**src/rtl/pulse_txrx_sequencer.sv**
```systemverilog
// -----------------------------------------------------------------------------
// pulse_txrx_sequencer
//   Sequencer for one transceiver of the pulse-propagation meter. It brings up
//   the DAC once after reset. It then runs one of two modes:
//     - initiator bursts: TX pulse, receive window, coarse RTT, timeout
//     - responder echoes: listen for a pulse, wait, transmit a reply
//   It also drives the antenna/amplifier switching and the TDC START/STOP gating.
//
//   Optional feature (macro BURST_RETRY_EN):
//     A receive timeout counts a miss in o_MissCnt and the burst carries on.
//     Without the macro a timeout aborts the burst, and o_MissCnt is absent.
//
// Ports
//   i_Clk, i_Rst_L     clock, async active-low reset
//   i_Mode             1 = initiator, 0 = responder (sampled in IDLE/LISTEN)
//   i_Start            burst request (IDLE only)
//   i_BurstLen         measurements per burst, 0 -> 1
//   i_Rx               raw received-pulse line
//   i_DacReady         DAC SPI master done
//   o_DacStart         1-cycle DAC configuration request
//   o_TxPulse          transmit pulse
//   o_TdcStart         copy of o_TxPulse
//   o_TdcStop          i_Rx gated by the receive-window arm flop
//   o_AntTx, o_AntRx, o_EnAmp, o_EnRxPwr, o_EnLna   front-end controls
//   o_Busy             measurement/reply sequence in progress
//   o_Rtt, o_RttValid  captured coarse RTT and its strobe
//   o_MeasIdx          0-based measurement index
//   o_Done, o_Timeout  end-of-burst / end-of-reply and timeout strobes
//   o_MissCnt          (BURST_RETRY_EN only) timeouts seen this burst
// -----------------------------------------------------------------------------
module pulse_txrx_sequencer #(
  parameter int PULSE_CYCLES      = 4,
  parameter int GUARD_CYCLES      = 8,
  parameter int RESP_DELAY_CYCLES = 8,
  parameter int TIMEOUT_CYCLES    = 1000,
  parameter int BURST_W           = 8,
  parameter int CNT_W             = 16
) (
  input  logic               i_Clk,
  input  logic               i_Rst_L,
  input  logic               i_Mode,
  input  logic               i_Start,
  input  logic [BURST_W-1:0] i_BurstLen,
  input  logic               i_Rx,
  input  logic               i_DacReady,
  output logic               o_DacStart,
  output logic               o_TxPulse,
  output logic               o_TdcStart,
  output logic               o_TdcStop,
  output logic               o_AntTx,
  output logic               o_AntRx,
  output logic               o_EnAmp,
  output logic               o_EnRxPwr,
  output logic               o_EnLna,
  output logic               o_Busy,
  output logic [CNT_W-1:0]   o_Rtt,
  output logic               o_RttValid,
  output logic [BURST_W-1:0] o_MeasIdx,
  output logic               o_Done,
`ifdef BURST_RETRY_EN
  output logic [BURST_W-1:0] o_MissCnt,
`endif
  output logic               o_Timeout
);

  localparam int TMR_MAX = (PULSE_CYCLES > GUARD_CYCLES)
                         ? ((PULSE_CYCLES > RESP_DELAY_CYCLES) ? PULSE_CYCLES : RESP_DELAY_CYCLES)
                         : ((GUARD_CYCLES > RESP_DELAY_CYCLES) ? GUARD_CYCLES : RESP_DELAY_CYCLES);
  localparam int TMR_W = $clog2(TMR_MAX + 1);

  typedef enum logic [3:0] {
    S_INIT_DAC, S_WAIT_DAC, S_IDLE, S_LISTEN,
    S_TX_GUARD, S_TX_PULSE, S_RX_GUARD, S_RX_WAIT, S_RESP_DELAY
  } state_t;

  state_t             state_q, state_d;
  logic [TMR_W-1:0]   tmr_q, tmr_d;        // cycles spent in current state
  logic [CNT_W-1:0]   cnt_q, cnt_d;        // RTT counter, 0 on first TX_PULSE cycle
  logic [BURST_W-1:0] blen_q, blen_d;
  logic [BURST_W-1:0] idx_q, idx_d;
  logic               role_q, role_d;      // 1: current sequence belongs to an initiator burst
  logic               seen_rise_q, seen_rise_d;
  logic               stop_arm_q;
  logic               rx_s1_q, rx_s2_q, rx_s3_q;
  logic               dac_start_q, dac_start_d;
  logic               done_q, done_d;
  logic               timeout_q, timeout_d;
  logic               rtt_valid_q, rtt_valid_d;
  logic [CNT_W-1:0]   rtt_q, rtt_d;
`ifdef BURST_RETRY_EN
  logic [BURST_W-1:0] miss_q, miss_d;
`endif

  logic        rx_rise, rx_fall;
  logic        last_meas, rx_timeout;
  logic        pulse_end, guard_end, resp_end;
  logic [31:0] tmr_ext;

  // Edges are taken on the synchronised line; rx_s3_q is only the edge-detect history.
  assign rx_rise = rx_s2_q & ~rx_s3_q;
  assign rx_fall = ~rx_s2_q & rx_s3_q;

  assign tmr_ext   = 32'(tmr_q);
  assign pulse_end = (tmr_ext + 32'd1) >= 32'(PULSE_CYCLES);
  assign guard_end = (tmr_ext + 32'd1) >= 32'(GUARD_CYCLES);
  assign resp_end  = (tmr_ext + 32'd1) >= 32'(RESP_DELAY_CYCLES);

  assign last_meas  = ({1'b0, idx_q} + {{BURST_W{1'b0}}, 1'b1}) >= {1'b0, blen_q};
  assign rx_timeout = (cnt_q == CNT_W'(TIMEOUT_CYCLES - 1));

  // ---------------------------------------------------------------------------
  // State / datapath registers
  // ---------------------------------------------------------------------------
  always_ff @(posedge i_Clk or negedge i_Rst_L) begin
    if (!i_Rst_L) begin
      state_q     <= S_INIT_DAC;
      tmr_q       <= '0;
      cnt_q       <= '0;
      blen_q      <= '0;
      idx_q       <= '0;
      role_q      <= 1'b0;
      seen_rise_q <= 1'b0;
      stop_arm_q  <= 1'b0;
      rx_s1_q     <= 1'b0;
      rx_s2_q     <= 1'b0;
      rx_s3_q     <= 1'b0;
      dac_start_q <= 1'b0;
      done_q      <= 1'b0;
      timeout_q   <= 1'b0;
      rtt_valid_q <= 1'b0;
      rtt_q       <= '0;
`ifdef BURST_RETRY_EN
      miss_q      <= '0;
`endif
    end else begin
      state_q     <= state_d;
      tmr_q       <= tmr_d;
      cnt_q       <= cnt_d;
      blen_q      <= blen_d;
      idx_q       <= idx_d;
      role_q      <= role_d;
      seen_rise_q <= seen_rise_d;
      stop_arm_q  <= (state_d == S_RX_WAIT);
      rx_s1_q     <= i_Rx;
      rx_s2_q     <= rx_s1_q;
      rx_s3_q     <= rx_s2_q;
      dac_start_q <= dac_start_d;
      done_q      <= done_d;
      timeout_q   <= timeout_d;
      rtt_valid_q <= rtt_valid_d;
      rtt_q       <= rtt_d;
`ifdef BURST_RETRY_EN
      miss_q      <= miss_d;
`endif
    end
  end

  // ---------------------------------------------------------------------------
  // Next-state and datapath
  // ---------------------------------------------------------------------------
  always_comb begin
    state_d     = state_q;
    blen_d      = blen_q;
    idx_d       = idx_q;
    role_d      = role_q;
    dac_start_d = 1'b0;
    done_d      = 1'b0;
    timeout_d   = 1'b0;
    rtt_valid_d = 1'b0;
    rtt_d       = rtt_q;
`ifdef BURST_RETRY_EN
    miss_d      = miss_q;
`endif
    // a pulse counts only if its rising edge was seen while listening
    seen_rise_d = (state_q == S_LISTEN) && (rx_rise || (seen_rise_q && !rx_fall));

    case (state_q)
      S_INIT_DAC: begin
        dac_start_d = 1'b1;
        state_d     = S_WAIT_DAC;
      end
      S_WAIT_DAC: if (i_DacReady) state_d = i_Mode ? S_IDLE : S_LISTEN;
      S_IDLE: begin
        if (!i_Mode) begin
          state_d = S_LISTEN;
        end else if (i_Start) begin
          blen_d  = (i_BurstLen == '0) ? BURST_W'(1) : i_BurstLen;
          idx_d   = '0;
          role_d  = 1'b1;
`ifdef BURST_RETRY_EN
          miss_d  = '0;
`endif
          state_d = S_TX_GUARD;
        end
      end
      S_LISTEN: begin
        if (seen_rise_q && rx_fall) begin
          role_d  = 1'b0;
          state_d = S_RESP_DELAY;
        end else if (i_Mode && !seen_rise_q && !rx_rise) begin
          state_d = S_IDLE;
        end
      end
      S_RESP_DELAY: if (resp_end)  state_d = S_TX_GUARD;
      S_TX_GUARD:   if (guard_end) state_d = S_TX_PULSE;
      S_TX_PULSE:   if (pulse_end) state_d = S_RX_GUARD;
      S_RX_GUARD: begin
        if (guard_end) begin
          if (role_q) begin
            state_d = S_RX_WAIT;
          end else begin
            state_d = S_LISTEN;
            done_d  = 1'b1;
          end
        end
      end
      S_RX_WAIT: begin
        // an edge on the timeout cycle still counts as a hit
        if (rx_rise || rx_timeout) begin
          if (rx_rise) begin
            rtt_valid_d = 1'b1;
            rtt_d       = cnt_q;
          end else begin
            timeout_d   = 1'b1;
`ifdef BURST_RETRY_EN
            miss_d      = (miss_q == '1) ? miss_q : miss_q + 1'b1;
`endif
          end
`ifndef BURST_RETRY_EN
          if (!rx_rise) begin
            state_d = S_IDLE;
          end else
`endif
          if (!last_meas) begin
            idx_d   = idx_q + 1'b1;
            state_d = S_TX_GUARD;
          end else begin
            done_d  = 1'b1;
            state_d = S_IDLE;
          end
        end
      end
      default: state_d = S_INIT_DAC;
    endcase

    tmr_d = (state_d != state_q) ? '0 : tmr_q + 1'b1;
    if (state_d == S_TX_PULSE && state_q != S_TX_PULSE) cnt_d = '0;
    else if (cnt_q == '1)                                cnt_d = cnt_q;
    else                                                 cnt_d = cnt_q + 1'b1;
  end

  // ---------------------------------------------------------------------------
  // Front-end decode (Moore, so reset drops these asynchronously)
  // ---------------------------------------------------------------------------
  always_comb begin
    o_AntTx   = 1'b0;
    o_EnAmp   = 1'b0;
    o_AntRx   = 1'b0;
    o_EnRxPwr = 1'b0;
    o_EnLna   = 1'b0;
    case (state_q)
      S_TX_GUARD, S_TX_PULSE: begin
        o_AntTx = 1'b1;
        o_EnAmp = 1'b1;
      end
      S_RX_GUARD, S_RX_WAIT, S_LISTEN, S_RESP_DELAY: begin
        o_AntRx   = 1'b1;
        o_EnRxPwr = 1'b1;
        o_EnLna   = 1'b1;
      end
      default: ;
    endcase
    o_TxPulse  = (state_q == S_TX_PULSE);
    o_TdcStart = (state_q == S_TX_PULSE);
    o_Busy     = !(state_q inside {S_IDLE, S_LISTEN, S_INIT_DAC, S_WAIT_DAC});
  end

  // raw i_Rx here keeps the TDC stop free of synchroniser delay
  assign o_TdcStop  = i_Rx & stop_arm_q;
  assign o_DacStart = dac_start_q;
  assign o_Rtt      = rtt_q;
  assign o_RttValid = rtt_valid_q;
  assign o_MeasIdx  = idx_q;
  assign o_Done     = done_q;
  assign o_Timeout  = timeout_q;
`ifdef BURST_RETRY_EN
  assign o_MissCnt  = miss_q;
`endif

endmodule

```
**config.mk**
```make
export PLATFORM = sky130hd
export DESIGN_NAME = pulse_txrx_sequencer
export DESIGN_NICKNAME = d
export VERILOG_FILES = /design/src/rtl/pulse_txrx_sequencer.sv
export SDC_FILE = /design/constraint.sdc
export NUM_CORES = 1
export LEC_CHECK = 0
export BUFFER_PORTS_ARGS = -buffer_cell sky130_fd_sc_hd__buf_2
export CAP_MARGIN = 10
export CORE_MARGIN = 2
export CORE_UTILIZATION = 57
export DETAILED_ROUTE_END_ITERATION = 7
export GPL_TIMING_DRIVEN = 0
export PLACE_DENSITY_LB_ADDON = 0.2
export SKIP_LAST_GASP = 1
export SYNTH_ARGS = -nofsm -noshare
export SYNTH_HDL_FRONTEND = slang
export SYNTH_SLANG_ARGS = --single-unit
export TNS_END_PERCENT = 20
```
**constraint.sdc**
```tcl
create_clock -name i_Clk -period 3.4 [get_ports i_Clk]
set_input_delay 0.68 -clock i_Clk [delete_from_list [all_inputs] [get_ports i_Clk]]
set_output_delay 0.68 -clock i_Clk [all_outputs]
set_load 0.02 [all_outputs]
```
; Word level (Yosys, flattened, before mapping)
; Index checks and enable logic that the tools add are counted.
[op_classes]
n_addsub = 5
muxes = 44
reduce_logical = 23
n_lt_le_gt_ge = 3
n_eq_ne = 21
bitwise_logic = 5
[ops]
columns = operator, n
row1 = $mux W8, 6
row2 = $mux W4, 11
row3 = $pmux W4 S9, 1
row4 = $ge A32 B3 Y1 const B, 1
row5 = $mux W16, 2
row6 = $eq A4 B3 Y1 const B, 6
row7 = $mux W1, 18
row8 = $add A16 B1 Y16 const B, 1
row9 = $eq A16 B10 Y1 const B, 1
row10 = $eq A16 B16 Y1 const B, 1
row11 = $pmux W8 S2, 1
row12 = $ne A2 B2 Y1 const B, 6
row13 = $add A8 B1 Y9 const B, 1
row14 = $ge A9 B8 Y1, 1
row15 = $mux W3, 3
row16 = $add A8 B1 Y8 const B, 1
row17 = $eq A4 B2 Y1 const B, 2
row18 = $logic_not A8 Y1, 1
row19 = $logic_and A1 B1 Y1, 6
row20 = $reduce_and A3 Y1, 2
row21 = $reduce_and A6 Y1, 1
row22 = $add A4 B1 Y5 const B, 1
row23 = $ge A5 B4 Y1 const B, 1
row24 = $add A4 B1 Y4 const B, 1
row25 = 16 further kinds, 25
[totals]
regBits = 66
wordCells = 117
output_inout_bits = 37

; Logic depth before layout (Yosys ltp)
[logic_depth]
ltp_word = 10
depth_mapped = 11
depth_no_buf = 11

; Least setup slack after synthesis
; OpenSTA, ideal clock, no wires.
[synth_path]
path_kind = register to register
startpoint = reg idx_q[0], in the netlist o_MeasIdx[0]
endpoint = reg stop_arm_q
setup_slack_ns = 0.485
setup_time_ns = 0.120
n_path_buf = 0
required_time_ns = 3.280
t_arrival_ns = 2.796
path_stages_with_launch = 12
path_cell_list = dfrtp_1 ha_1 and3_1 and3_1 xor2_1 ha_1 a21o_1 a221oi_2 o211a_2 o21ai_1 or2_1 and3_1
[synth_via]
elab_chain_cells = 7
[synth_rtl]
columns = element, line
row1 = from (decl), 80  ; logic [BURST_W-1:0] idx_q, idx_d;
row2 = from (signal assigned), 140  ; idx_q <= idx_d;
row3 = $add A8 B1 Y9, 108  ; assign last_meas = ({1'b0, idx_q} + {{BURST_W{1'b0}}, 1'b1}) >= {1'b0, blen_q};
row4 = $ge A9 B8 Y1, 108
row5 = $mux W3, 234  ; if (!last_meas) begin
row6 = $mux W3, 230  ; if (!rx_rise) begin
row7 = $mux W4, 219  ; if (rx_rise || rx_timeout) begin
row8 = $pmux W4 S9, 177  ; case (state_q)
row9 = via state_d[1], 76  ; state_t state_q, state_d;
row10 = $eq A4 B3 Y1, 143  ; stop_arm_q <= (state_d == S_RX_WAIT);
row11 = to (signal assigned), 143
row12 = to (decl), 83  ; logic stop_arm_q;
; The timed path passes the listed nets, and every way through them passes these cells.
; A chain may end at the register's enable or synchronous reset.

; Final worst setup path
[layout_path]
startpoint = reg idx_q[0], in the netlist o_MeasIdx[0]
endpoint = reg tmr_q[3]
[layout_via]
elab_chain_cells = 8
[layout_rtl]
columns = element, line
row1 = $add A8 B1 Y9, 108
row2 = $ge A9 B8 Y1, 108
row3 = $mux W3, 234
row4 = $mux W3, 230
row5 = $mux W4, 219
row6 = $pmux W4 S9, 177
row7 = $ne A4 B4 Y1, 246  ; tmr_d = (state_d != state_q) ? '0 : tmr_q + 1'b1;
row8 = $mux W4, 246
row9 = via tmr_d[3], 77  ; logic [TMR_W-1:0] tmr_q, tmr_d;
row10 = to (signal assigned), 137  ; tmr_q <= tmr_d;
row11 = to (decl), 77
; The timed path passes the listed nets, and every way through them passes these cells.

==> flow_summary.toml <==
[pwr]
ir_drop_mv = 0.466
p_per_area_nw_per_um2 = 750
totalPowerFinal_mw = 2.98
p_leak_nw = 1.97

[floorplanning]
die_w_microns = 81.7
io_pins = 51
row_count = 28
core_sq_um = 5890
dieArea_sq_um = 6680
die_y_microns = 81.7
start_util = 0.585

[critical_path]
crit_fanout = 7
cp_cell_sequence = "ha_1 -> and3_1 -> and3_1 -> xor2_1 -> ha_1 -> and3_1 -> nand3_1 -> o211a_2 -> o21ai_1 -> mux2i_1 -> nor3_1"
crit_start = "o_MeasIdx[0]$_DFFE_PN0P_"
crit_path_end_kind = "flop"
r2r_cells = 11
cp-endpoint = "tmr_q[3]$_DFF_PN0_"
cp_common_cell = "and3_1"
crit_required_ns = 3.62
r2r-start = "o_MeasIdx[0]$_DFFE_PN0P_"
critPathArrivalTime_ns = 3.40
max_stage_delay_ns = 0.43
crit_path_start_kind = "flop"
crit_type = "flop to flop"
r2r_setup_slack_ns = 0.21
r2r_end = "tmr_q[3]$_DFF_PN0_"
crit_slowest_cell = "dfrtp_1"

[clocking]
cts_sinks = 66
cts_setup_buffers = 0
cts_root_buf = "clkbuf_8"
cts_tree = "yes"
clock_path_buffers = 2
numCtsBuffers = 9
clk-insertion-delay-late_ns = 0.35
clkTransAtPathRegs_ns = 0.07
h-tree-depth = 3

[routing]
post-route-drc-count = 0
drtIter0Drc = 179
wl_per_cell_microns = 14.9
first_pass_iters = 4
detail-route-antenna-nets = 0
postRouteWirelength_mm = 7.15
num_vias = 2774
routed_via_density = 5.78

[cells_and_area]
areaGrowthSynthToFinish_pct = 15.7
final_cells = 480
finish.utilization = 0.676
drive_gt1_frac = 0.264
diodes = 0
nNetsFinal = 426

[sta]
slew-limit-headroom = 0.465
max_freq_mhz = 314
timing.final.crit_period_ns = 3.19
min_period_over_period = 0.937
slew_viol_final = 0
fin_skew_ns = 0.00788
setup_slack_ns = 0.213
hold_viol_final = 0
tightest_slew_ns = 0.803
setup_viol_count_final = 0

[yosys]
syn_avg_cell_area_sq_um = 10.2
ys_types = 60
synth_most_common_cell = "dfrtp_1"
ys_top_cells_by_count = "66 x dfrtp_1, 32 x nor2_1, 26 x o21ai_0"
synth_edf_count = 0
netlist_instances = 339
ys.warnings.count = 0
ys_seq_area_frac = 0.480
synth_top_area_cell = "dfrtp_1"
syn-num-nets = 365
synth.top_cell.area_share = 0.480
synth-main-ff-cell = "dfrtp_1"
async_flop_share = 1.00
synth_area_sq_um = 3440
ys_seq_elements = 66
synth_area_leaders = "dfrtp_1 48%, mux2_2 4.9%, ha_1 4.4%, o21ai_0 3.8%, nor2_1 3.5%"

[placed_design]
pre_cts_ws_ns = 0.311
place_inst = 464
gp_congestion = 0.880
hpwl_mm = 5.03
port_buffers = 50

[global_routing]
gr-usage-all-layers = 0.235
grt_max_degree = 67
antenna_found_initial = 0
grt_pass1_wl_mm = 11.8
overflow = 0
grt_pass1_vias = 2596

[min_path]
hp-class = "flop to flop"

[run_status]
status = "finished clean"

[flow_run]
drv_cap = 0
-- cell type report --
type                    count  area (sq um)
plain buffers              12          75.1
clock buffers              11           131
clock inverters             5          55.1
fillers                   476          1900
inverters                  13          48.8
multi-input cells         248          1670
flip-flops and latches     66          1650
well taps                  75          93.8
repair buffers             50           253
-- logic make-up after synthesis --
logic type | after synthesis | share of synthesized area
adder cells (fa/ha/maj) | 12 | 0.0436
AO/OA/AOI/OAI | 62 | 0.123
flip-flops | 66 | 0.480
XOR/XNOR | 16 | 0.0407
multiplexers | 18 | 0.0578
AND/OR/NAND/NOR | 140 | 0.219
buffers and inverters | 25 | 0.0360
-- worst min-delay path by stage --
stage,start,endpoint,slack (ns),depth (start not counted)
floorplan,rx_s1_q$_DFF_PN0_,rx_s2_q$_DFF_PN0_,0.33,0
global placement,rx_s1_q$_DFF_PN0_,rx_s2_q$_DFF_PN0_,0.33,0
detailed placement,rx_s1_q$_DFF_PN0_,rx_s2_q$_DFF_PN0_,0.34,0
CTS,rx_s1_q$_DFF_PN0_,rx_s2_q$_DFF_PN0_,0.35,0
global route,rx_s1_q$_DFF_PN0_,rx_s2_q$_DFF_PN0_,0.35,0
finish,rx_s1_q$_DFF_PN0_,rx_s2_q$_DFF_PN0_,0.34,0
-- report_power, final --
group	total, mW	internal, mW	switching [mW]
clock	0.631	0.336	0.295
sequential	1.18	0.983	0.198
combinational	1.17	0.475	0.699
-- what timing repair did --
action | CTS | global route
endpoints found under the hold margin | 0 | 0
endpoints found under the setup margin | 0 | 1
hold buffers | 0 | 0
gates resized for setup | 0 | 1
-- critical path: cells and delay by family, from the launching register on --
| family | cells | cell delay (ns) |
|---|---|---|
| DFF | 1 | 0.43 |
| muxes | 1 | 0.36 |
| and+or+nand+nor | 5 | 0.93 |
| AOI/OAI and AO/OA | 2 | 0.60 |
| xor gates and xnor gates | 1 | 0.15 |
| adders and majority gates | 2 | 0.57 |
-- metrics by stage --
stage          TNS (ns)  area, sq um  hold slack, ns
2_1_floorplan         0         3440           0.331
3_3_place_gp          0         3790           0.334
3_5_place_dp          0         3790           0.341
4_1_cts               0         3980           0.349
5_1_grt         -0.0118         3980           0.355
6_report              0         3980           0.343
-- layout by cell type (no fill, tap or decap), types with 5 or more instances in the layout --
cell and count:
dfrtp_1 66, buf_2 55, nor2_1 32, o21ai_0 26, nand2_1 24, nand3_1 17
mux2_2 15, nor3_1 14, ha_1 12, and3_1 11, inv_1 11, xor2_1 9
clkbuf_8 9, xnor2_1 7, nand2b_1 7, nand4_1 5, a21oi_1 5, a21o_1 5
buf_4 5
-- per-layer routing --
layer	part of all wire	track usage
met1	0.46	0.322
met2	0.47	0.358
met3	0.055	0.0473
met4	0.014	0.118
met5	0	0
-- flip-flops by register name, indices dropped and copies added (netlist names), 4 cells and up --
name       flops
o_MeasIdx      8
tmr_q          4
state_q        4
blen_q         8
o_Rtt         16
cnt_q         16
Power figures use the tool's default switching activity.
